[config.mk]
export PLATFORM = sky130hd
export DESIGN_NAME = csr_timer_unit
export DESIGN_NICKNAME = d
export VERILOG_FILES = /design/src/rtl/csr_pkg.sv /design/src/rtl/csr_timer_chan.sv /design/src/rtl/csr_timer_unit.sv
export SDC_FILE = /design/constraint.sdc
export NUM_CORES = 1
export LEC_CHECK = 0
export BUFFER_PORTS_ARGS = -buffer_cell sky130_fd_sc_hd__buf_2
export CORE_MARGIN = 2
export CORE_UTILIZATION = 51
export CTS_CLUSTER_DIAMETER = 200
export CTS_CLUSTER_SIZE = 28
export DETAILED_ROUTE_END_ITERATION = 8
export PLACE_DENSITY = 0.73
export SYNTH_ARGS = -nofsm -noshare
export SYNTH_HDL_FRONTEND = slang
export SYNTH_SLANG_ARGS = --single-unit
[constraint.sdc]
create_clock -name clk -period 3.25 [get_ports clk]
set_clock_uncertainty 0.05 [all_clocks]
set_input_delay 0.65 -clock clk [delete_from_list [all_inputs] [get_ports clk]]
set_output_delay 0.65 -clock clk [all_outputs]
set_load 0.02 [all_outputs]
[src/rtl/csr_pkg.sv]
// Shared CSR address map and field positions for the timer unit.
// Channel k occupies a four-register window starting at TCFG_BASE + 4k.
package csr_pkg;

    localparam logic [13:0] CSR_TID         = 14'h40;
    localparam logic [13:0] CSR_TCFG_BASE   = 14'h41;
    localparam logic [13:0] CSR_TVAL_BASE   = 14'h42;
    localparam logic [13:0] CSR_RSV_BASE    = 14'h43;
    localparam logic [13:0] CSR_TICLR_BASE  = 14'h44;
    localparam logic [13:0] CSR_CHAN_STRIDE = 14'd4;

    localparam int TCFG_EN       = 0;
    localparam int TCFG_PERIODIC = 1;
    localparam int TCFG_INITVAL  = 2;
    localparam int TICLR_CLR     = 0;

    function automatic logic [13:0] chan_addr(input logic [13:0] base, input int k);
        return base + CSR_CHAN_STRIDE * 14'(k);
    endfunction

    function automatic logic [31:0] masked_merge(input logic [31:0] old,
                                                 input logic [31:0] value,
                                                 input logic [31:0] mask);
        return (mask & value) | (~mask & old);
    endfunction

endpackage

[src/rtl/csr_timer_chan.sv]
// One countdown timer channel: TCFG fields, count register and pending flag.
// A one-shot channel parks at all-ones after expiring; a periodic one reloads from INITVAL.
module csr_timer_chan
    import csr_pkg::*;
#(
    parameter int CNT_W = 32
) (
    input  logic             clk,
    input  logic             reset,
    input  logic             tick,
    input  logic             tcfg_we,
    input  logic             ticlr_we,
    input  logic [CNT_W-1:0] tcfg_next,
    output logic [31:0]      tcfg,
    output logic [31:0]      tval,
    output logic             pending
);

    logic             en;
    logic             periodic;
    logic [CNT_W-3:0] initval;
    logic [CNT_W-1:0] cnt;
    logic             active;
    logic             fire;

    assign active = en && tick;
    assign fire   = active && (cnt == '0);

    always_ff @(posedge clk) begin
        if (reset) begin
            en       <= 1'b0;
            periodic <= 1'b0;
            initval  <= '0;
            cnt      <= '1;
            pending  <= 1'b0;
        end else begin
            if (tcfg_we) begin
                en       <= tcfg_next[TCFG_EN];
                periodic <= tcfg_next[TCFG_PERIODIC];
                initval  <= tcfg_next[CNT_W-1:TCFG_INITVAL];
            end
            // An enabling config write reloads at once, without waiting for a tick.
            if (tcfg_we && tcfg_next[TCFG_EN]) begin
                cnt <= {tcfg_next[CNT_W-1:TCFG_INITVAL], 2'b00};
            end else if (active && (cnt != '1)) begin
                cnt <= (cnt == '0 && periodic) ? {initval, 2'b00} : cnt - CNT_W'(1);
            end
            if (fire) begin
                pending <= 1'b1;
            end else if (ticlr_we) begin
                pending <= 1'b0;
            end
        end
    end

    assign tcfg = 32'({initval, periodic, en});
    assign tval = 32'(cnt);

endmodule

[src/rtl/csr_timer_unit.sv]
// CSR timer block: TID, prescaled timer channels and a free-running 64-bit stable counter.
// Reads are combinational from current state, so a same-cycle write is not visible yet.
module csr_timer_unit
    import csr_pkg::*;
#(
    parameter int          NUM_TIMERS = 2,
    parameter int          CNT_W      = 32,
    parameter int          PRESCALE   = 1,
    parameter logic [31:0] CORE_ID    = 32'h0
) (
    input  logic                  clk,
    input  logic                  reset,
    input  logic                  csr_we,
    input  logic [13:0]           csr_wr_num,
    input  logic [31:0]           csr_wr_mask,
    input  logic [31:0]           csr_wr_value,
    input  logic [13:0]           csr_rd_num,
    output logic [31:0]           csr_rd_value,
    output logic                  csr_rd_hit,
    output logic [NUM_TIMERS-1:0] timer_int,
    output logic                  timer_int_any,
    output logic [63:0]           stable_cnt,
    output logic [31:0]           tid
);

    localparam int PS_W = (PRESCALE > 1) ? $clog2(PRESCALE) : 1;

    logic [PS_W-1:0]                  prescaler;
    logic                             tick;
    logic [NUM_TIMERS-1:0][31:0]      tcfg;
    logic [NUM_TIMERS-1:0][31:0]      tval;
    logic [NUM_TIMERS-1:0]            tcfg_we;
    logic [NUM_TIMERS-1:0]            ticlr_we;

    assign tick = (prescaler == PS_W'(PRESCALE - 1));

    always_ff @(posedge clk) begin
        if (reset) begin
            prescaler  <= '0;
            stable_cnt <= '0;
            tid        <= CORE_ID;
        end else begin
            prescaler  <= tick ? '0 : prescaler + PS_W'(1);
            stable_cnt <= stable_cnt + 64'd1;
            if (csr_we && csr_wr_num == CSR_TID) begin
                tid <= masked_merge(tid, csr_wr_value, csr_wr_mask);
            end
        end
    end

    for (genvar k = 0; k < NUM_TIMERS; k++) begin : gen_chan
        // TICLR only acts when bit 0 is both selected by the mask and set in the data.
        assign tcfg_we[k]  = csr_we && (csr_wr_num == chan_addr(CSR_TCFG_BASE, k));
        assign ticlr_we[k] = csr_we && (csr_wr_num == chan_addr(CSR_TICLR_BASE, k))
                             && csr_wr_mask[TICLR_CLR] && csr_wr_value[TICLR_CLR];

        csr_timer_chan #(
            .CNT_W(CNT_W)
        ) u_chan (
            .clk       (clk),
            .reset     (reset),
            .tick      (tick),
            .tcfg_we   (tcfg_we[k]),
            .ticlr_we  (ticlr_we[k]),
            .tcfg_next (CNT_W'(masked_merge(tcfg[k], csr_wr_value, csr_wr_mask))),
            .tcfg      (tcfg[k]),
            .tval      (tval[k]),
            .pending   (timer_int[k])
        );
    end

    assign timer_int_any = |timer_int;

    always_comb begin
        csr_rd_value = '0;
        csr_rd_hit   = 1'b0;
        if (csr_rd_num == CSR_TID) begin
            csr_rd_hit   = 1'b1;
            csr_rd_value = tid;
        end
        for (int k = 0; k < NUM_TIMERS; k++) begin
            if (csr_rd_num == chan_addr(CSR_TCFG_BASE, k)) begin
                csr_rd_hit   = 1'b1;
                csr_rd_value = tcfg[k];
            end else if (csr_rd_num == chan_addr(CSR_TVAL_BASE, k)) begin
                csr_rd_hit   = 1'b1;
                csr_rd_value = tval[k];
            end else if (csr_rd_num == chan_addr(CSR_RSV_BASE, k) ||
                         csr_rd_num == chan_addr(CSR_TICLR_BASE, k)) begin
                csr_rd_hit   = 1'b1;
            end
        end
    end

endmodule
### Word-level counts from Yosys, hierarchy flattened

Index checks and enable logic that the tools add are counted.

* $add $sub $neg: 4
* eq/ne operators: 16
* mux-type cells: 22
* bitwise logic cells: 9
* reductions and logical operators: 29

Operators with widths (count)
* $mux W32: 11
* $eq A14 B7 Y1 const B: 14
* $and A32 B32 Y32: 4
* $or A32 B32 Y32: 3
* $add A64 B1 Y64 const B: 1
* $logic_not A32 Y1: 2
* $ne A32 B32 Y1 const B: 2
* $sub A32 B1 Y32 const B: 2
* $not A32 Y32: 1
* $logic_and A1 B1 Y1: 19
* $mux W1: 11
* $reduce_bool A2 Y1: 4
* $reduce_or A2 Y1: 2
* $logic_or A1 B1 Y1: 2
* $add A1 B1 Y1 const B: 1
* $not A1 Y1: 1

* register bits after elaboration: 227
* input port bits: 95
* output and inout port bits: 132
* logic and storage cells: 93

### Logic depth before layout (Yosys ltp)

Gate-level depths: netlist (run 1).

* depth after elaboration: 8
* mapped depth: 10
* depth with buffers taken out: 8

### Modules after synthesis

Synthesis (run 1) repeated with hierarchy kept, for this count alone.

* cells, all modules: 1719
* area, all modules: 13238.9 um2

By module, submodules not included
* csr_timer_chan: times used 2, cells each 415, area each 3402.0 um2, seq. area each 1301.2 um2
* csr_timer_unit: times used 1, cells each 889, area each 6434.9 um2, seq. area each 1941.9 um2

### Worst setup path after synthesis (run 1)

No wires, ideal clock.

* path type: input-to-output
* from: input port csr_rd_num[5]
* to: output port csr_rd_value[14]
* arrival: 2920 ps
* required time: 2550 ps
* setup slack: -370 ps
* stages: 7
* path buffers: 2
* cell sequence: or4b_1 -> nor4_1 -> and3b_1 -> buf_2 -> clkbuf_1 -> a22oi_1 -> a31oi_1

* cells in the longest elaborated chain, start to end: 6
* elaborated cells on any way between the ends: 10
* classes of those cells: eq/ne: 5; mux: 5

Ends and longest elaborated chain
* from (decl): RTL line csr_timer_unit.sv:17 `input logic [13:0] csr_rd_num,`
* $eq A14 B7 Y1: RTL line csr_timer_unit.sv:77 `if (csr_rd_num == CSR_TID) begin`
* $mux W32: RTL line csr_timer_unit.sv:77
* $mux W32: RTL line csr_timer_unit.sv:85 `end else if (csr_rd_num == chan_addr(CSR_TVAL_BASE, k)) begin`
* $mux W32: RTL line csr_timer_unit.sv:82 `if (csr_rd_num == chan_addr(CSR_TCFG_BASE, k)) begin`
* $mux W32: RTL line csr_timer_unit.sv:85
* $mux W32 (*): RTL line csr_timer_unit.sv:82
* to (decl): RTL line csr_timer_unit.sv:18 `output logic [31:0] csr_rd_value,`

Every way passes the cells marked *; elsewhere a longest branch is shown, timed or not.

### Worst setup path in the final report (run 1)

* from: input port csr_rd_num[7]
* to: output port csr_rd_value[10]

Same word-level chain as after synthesis.

==> metrics.txt, run 1 <==
number of rows created at floorplan=58; endpoint class of the critical path=primary output; # diodes=0; critical path data arrival time=2.82 ns; top-area cell type share of the netlist area=0.3519; shortest clock period the worst path allows after layout=3.521 ns; category of the worst setup path launch point=input pin; WS Path Type=in2out; maximum count of clock buffers along a single path=3; Syn Inst Count=1639; IO Port Bufs=226; Fmax achieved=0.2840 GHz; total of fill cells in the finished design=2259; Async S/R FF share, synth=0; Layout Cells excl Fill=2176; Tcrit/Tclk final=1.083; Min-Delay Startpoint=csr_wr_value[25]; WL/cell=21.23 um; FF+latch count, synth=227; Worst slew margin=0.4462; IO Count=227; final standard cell area without fillers=15740 sq um; worst skew pair latency=0.50 ns; Detailed Routing Iterations Pass 1=7; die area=26610 sq um; grt total ovfl=0; Root Driver=clkbuf_16; remaining number of nets flagged by the antenna check after routing=0; clock tree from TritonCTS=built; Post-Syn Nets=1739; unrepaired setup endpoints after global routing=yes; first-pass GRT wire length=71520 um; area after detailed placement=14810 sq um; most repeated cell in the gate-level netlist after synthesis=dfxtp_1; total routing resource utilization after global routing=0.3386; detail-routed via count per cell=6.359; Layout area overhead=21.93%; Max VDD drop=0.2916 mV; final critical-path setup slack=-0.2708 ns; CTS sink count=227; number of hold violations in the final report=0; Max Slew Vio Count=0; post-detailed-route DRC marker count=0; leakage power total=6.436 nW; required time worst endpoint=2.55 ns; worst reg-to-reg setup slack=0.46 ns; netlist area before placement=12910 sq um; ranking of synthesized cells by instance count=dfxtp_1 (227), nor2_1 (193), nand2_1 (184); pin count of the biggest net entering global routing=102; clock-pin slew on the worst setup and hold paths=0.11 ns; number of maximum-capacitance constraint violations=0; class of the most critical hold timing path=in2reg; DRT Wirelength=46190 um; average cell area after synthesis=7.878 sq um; failing checks=negative setup slack; fin nets=1946; Die Height=163.1 um; vias after detailed routing=13838; Yosys warning count=0; reg-to-reg startpoint=gen_chan[0].u_chan.tval[5]$_SDFFE_PP1P_; most instantiated flip-flop cell in the synthesis netlist=dfxtp_1; proportion of layout cells with a drive suffix above 1=0.2302; DP Wirelength=32090 um; antenna violations before repair=1; Core Region=25040 sq um; Final setup viols=32; die width=163.1 um; main area contributors after synthesis=dfxtp_1 (35%), mux2i_1 (8.2%), nor2_1 (5.6%); post-synthesis cell type count=79; Reg2Reg Depth=6; Setup TNS Final=-6.179 ns; destination of the worst hold path=gen_chan[1].u_chan.initval[23]$_SDFFE_PP0P_; ratio of total power to cell area=304.4 nW/um^2; via count of the first global-routing pass=12751; Post-synth EDFFs=0; slew at the pin closest to its max-slew limit=0.8277 ns; critical register-to-register path endpoint=gen_chan[0].u_chan.tval[31]$_SDFFE_PP1P_; share of the yosys chip area belonging to registers=0.3519; Iteration-0 DRC Markers=1546; count of placed standard cells including taps=2146; cell depth of the worst min-delay path=3; starting density of the core=0.5157; highest net fanout along the worst path=5; hold-fix buffers at CTS=0; cell taking the most area after synthesis=dfxtp_1; status=complete, but fails checks; H-tree levels=1; CTS buffer count=12; Pwr Total=4.792 mW; Placer Congestion=0.9753
logic make-up after synthesis:
family                   share of synthesized area
AND/OR/NAND/NOR                             0.2562
adder cells (fa/ha/maj)                   0.004845
other                                    0.0002904
AO/OA/AOI/OAI                               0.2022
buffers and inverters                      0.05058
multiplexers                               0.09525
XOR/XNOR                                   0.03866
flip-flops                                  0.3519
cell usage in the layout (no fill, tap or decap), drive strengths merged, types with 21 or more instances in the layout:
master  Yosys  layout
or3        26      26
xnor2      41      41
buf        14     312
nand4      34      34
mux2i     106     106
a22oi      60      60
nor2      193     193
o21ai      60      60
nor3       49      49
a31oi      21      21
nand2     184     184
a21oi      94      94
inv        41      41
dfxtp     227     227
nor4       34      34
nand3      75      75
worst max-delay path by stage:
stage	endpoint	start	slack (ns)	depth (start not counted)
2_1_floorplan	csr_rd_value[9]	csr_rd_num[10]	-0.006	6
3_3_place_gp	csr_rd_value[10]	csr_rd_num[10]	-0.29	9
3_5_place_dp	csr_rd_value[10]	csr_rd_num[10]	-0.32	9
4_1_cts	csr_rd_value[6]	csr_rd_num[7]	-0.22	11
5_1_grt	csr_rd_value[27]	csr_rd_num[7]	-0.31	10
6_report	csr_rd_value[10]	csr_rd_num[7]	-0.27	11
cell type report:
type	count	area [sq um]	area share
Clock buffer	13	325.3	0.02066
Clock inverter	1	30.03	0.001907
Inverter	41	153.9	0.009775
Multi-Input combinational cell	1252	8073	0.5128
Sequential cell	227	4544	0.2886
Tap cell	330	412.9	0.02623
Timing Repair Buffer	312	2205	0.1400
metal layers:
layer  GRT usage  share of wire
met1      0.4632           0.42
met2      0.5349           0.44
met3     0.07313           0.11
met4      0.1046          0.032
met5           0              0
critical path, cell delays in order:
cell      delay, ns
buf_6          0.09
or4b_4         0.52
or3_4          0.41
buf_6          0.13
nor4_4         0.15
buf_6          0.18
buf_12         0.14
a22o_1         0.14
a221oi_2       0.05
a21oi_2        0.19
buf_4          0.17
metrics by stage:
step / hold WS, ns / setup WS [ns] / utilization
6_report: 0.3862 / -0.2708 / 0.6288
5_1_grt: 0.3899 / -0.3079 / 0.6288
4_1_cts: 0.3854 / -0.2236 / 0.6285
3_5_place_dp: 0.4184 / -0.3221 / 0.5916
3_3_place_gp: 0.4047 / -0.2947 / 0.5916
2_1_floorplan: 0.4026 / -0.005526 / -
what timing repair did:
item	4_1_cts	5_1_grt
gates resized for setup	80	12
setup endpoints to repair	32	32
buffers inserted	11	1
gates cloned	6	0
pin swaps	32	7
report_power, final:
group / internal (mW) / switching, mW / total [mW] / leakage [nW]
clock: 0.741 / 0.982 / 1.72 / 0.172
combinational: 0.100 / 0.180 / 0.280 / 4.43
sequential: 2.78 / 0.00414 / 2.79 / 1.83
total: 3.63 / 1.17 / 4.79 / 6.44
(Power assumes the default switching activity.)
==> inputs of run 2 (changes only) <==
Settings changed: ABC_AREA set to 1, CORE_UTILIZATION 51 to 52, CTS_CLUSTER_DIAMETER 200 to 40.
==> run 2 against run 1 <==
The run now ends clean. Core utilization is 1.0 points higher. Worst hold slack worse by 0.067 ns. Global-route usage is 9.8 points higher. Setup slack better by 0.45 ns. Sequential share of layout area is 2.6 points lower. First-iteration DRC count is 22% higher. Fmax is 15% higher.
==> metrics.txt, run 2 <==
status=finished, final reports clean; cell taking the most area after synthesis=dfxtp_1; clock tree from TritonCTS=built; post-detailed-route DRC marker count=0 (unchanged); Final setup viols=0 (-100%); Worst slew margin=0.4775 (+0.03134); Fmax achieved=0.3260 GHz (+15%); IO Count=227 (unchanged); main area contributors after synthesis=dfxtp_1 (32%), nand2_1 (11%), inv_1 (8.3%); number of rows created at floorplan=60 (+3.4%); Max VDD drop=0.4433 mV (+52%); # diodes=0 (unchanged); die area=28980 sq um (+8.9%); H-tree levels=2 (+1); endpoint class of the critical path=primary output; maximum count of clock buffers along a single path=3 (unchanged); worst skew pair latency=0.55 ns (+0.05 ns); first-pass GRT wire length=94210 um (+32%); WL/cell=22.67 um (+6.8%); slew at the pin closest to its max-slew limit=0.7837 ns (-0.04395 ns); class of the most critical hold timing path=in2reg; remaining number of nets flagged by the antenna check after routing=0 (unchanged); sequential cell area=4544 sq um (unchanged); commonest non-fill, non-tap cell in the layout=nand2_1; Post-Syn Nets=2348 (+35%); Pwr Total=7.604 mW (+59%); vias after detailed routing=17130 (+24%); detail-routed via count per cell=6.040 (-5.0%); category of the worst setup path launch point=input pin; Yosys warning count=0 (unchanged); most frequent cells in the layout=nand2_1 (408), inv_1 (316), nor2_1 (278); required time worst endpoint=2.55 ns (about the same); Multi-input gate area=8190 sq um (+1.5%); unrepaired setup endpoints after global routing=no; DP Wirelength=49360 um (+54%); CTS buffer count=42 (+30); leakage power total=7.418 nW (+15%); most repeated cell in the gate-level netlist after synthesis=nand2_1; top-area cell type share of the netlist area=0.3163 (-0.03567); share of the yosys chip area belonging to registers=0.3163 (-0.03567); Post-synth EDFFs=0 (unchanged); Die Height=170.2 um (+4.4%); number of maximum-capacitance constraint violations=0 (unchanged); netlist area before placement=14370 sq um (+11%); IO Port Bufs=226 (unchanged); grt total ovfl=0 (unchanged); Layout area overhead=20.25%; fin nets=2563 (+32%); post-synthesis cell type count=50 (-37%); Root Driver=clkbuf_16; Setup TNS Final=0 ns (+6.179 ns); starting density of the core=0.5317 (+0.01592); total routing resource utilization after global routing=0.4370 (+0.09839); die width=170.2 um (+4.4%); via count of the first global-routing pass=16070 (+26%); antenna violations before repair=1 (unchanged); number of hold violations in the final report=0 (unchanged); critical path data arrival time=2.37 ns (-0.45 ns); Placer Congestion=1.042 (+6.8%); Detailed Routing Iterations Pass 1=6 (-1); DRT Wirelength=64290 um (+39%); Syn Inst Count=2248 (+37%); most instantiated flip-flop cell in the synthesis netlist=dfxtp_1; pin count of the biggest net entering global routing=65 (-36%); Async S/R FF share, synth=0 (unchanged); ranking of synthesized cells by instance count=nand2_1 (408), inv_1 (317), nor2_1 (278); shortest clock period the worst path allows after layout=3.067 ns (-0.4536 ns); Core Region=27030 sq um (+7.9%); total of fill cells in the finished design=2557 (+13%); FF+latch count, synth=227 (unchanged); average cell area after synthesis=6.392 sq um (-19%); CTS sink count=227 (unchanged); highest net fanout along the worst path=31 (+26); WS Path Type=in2out; ratio of total power to cell area=440.1 nW/um^2 (+45%); proportion of layout cells with a drive suffix above 1=0.1707 (-0.05949); clock-pin slew on the worst setup and hold paths=0.06 ns (-0.05 ns); Tcrit/Tclk final=0.9438 (-0.1396); Iteration-0 DRC Markers=1879 (+22%); hold-fix buffers at CTS=0 (unchanged); Max Slew Vio Count=0 (unchanged)
-- run 2: logic make-up after synthesis --
kind of cell	count (synthesis)	share of synthesized area
buf+inv	417	0.1148
fa+ha+maj	5	0.004354
simple gates	1001	0.3135
compound gates	552	0.2234
xor+xnor	45	0.02743
other cells	1	0.0002610
flops	227	0.3163
-- run 2: critical path, stage by stage --
cell and delay, ns:
buf_2 0.09, nor2_1 0.13, nand3_1 0.13, nor2_4 0.15, buf_4 0.16, nand3_1 0.07, buf_4 0.25, o21ai_0 0.19
inv_1 0.05, a21oi_1 0.25, buf_2 0.22
-- run 2: metrics by stage --
step | instance area (sq um) | hold WS (ns) | instances | setup WS, ns | util
after floorplan | 14370 | 0.3802 | 2248 | 0.5734 | -
after global placement | 15830 | 0.3896 | 2760 | 0.2728 | 0.5856
after detailed placement | 15830 | 0.4023 | 2760 | 0.2258 | 0.5856
after CTS | 17270 | 0.3190 | 2836 | 0.2260 | 0.6391
after global routing | 17280 | 0.3323 | 2836 | 0.003040 | 0.6393
final | 17280 | 0.3197 | 2836 | 0.1828 | 0.6393
-- run 2: worst paths after layout --
kind,slack (ns),from,depth (start not counted),to
max reg2reg,0.66,gen_chan[0].u_chan.tval[0]$_SDFFE_PP1P_,11,gen_chan[0].u_chan.tval[0]$_SDFFE_PP1P_
max,0.18,csr_rd_num[13],11,csr_rd_value[4]
min,0.32,csr_wr_value[11],2,flop
min reg2reg,0.41,gen_chan[0].u_chan.tval[31]$_SDFFE_PP1P_,2,gen_chan[0].u_chan.tval[31]$_SDFFE_PP1P_
-- run 2: power breakdown --
group / internal, mW / total, mW / switching [mW]
Sequential: 2.79 / 2.79 / 0.00354
Clock: 2.85 / 4.49 / 1.65
Combinational: 0.0920 / 0.318 / 0.226
Total: 5.73 / 7.60 / 1.88
-- run 2: metal layers --
| layer | track usage | share of wire |
|---|---|---|
| met5 | 0 | 0.00012 |
| met4 | 0.4504 | 0.12 |
| met3 | 0.09302 | 0.098 |
| met2 | 0.6997 | 0.44 |
| met1 | 0.4670 | 0.34 |
-- run 2: timing repair --
action | in CTS | in global routing
setup endpoints to repair | 0 | 1
setup buffers | 0 | 0
gates resized for setup | 0 | 1
-- run 2: cell type report --
type,count,area share
multi-input combinational,1604,0.4740
sequential,227,0.2630
timing repair buffer,257,0.08256
inverter,331,0.07198
clock buffer,49,0.06532
tap,341,0.02469
clock inverter,27,0.01839
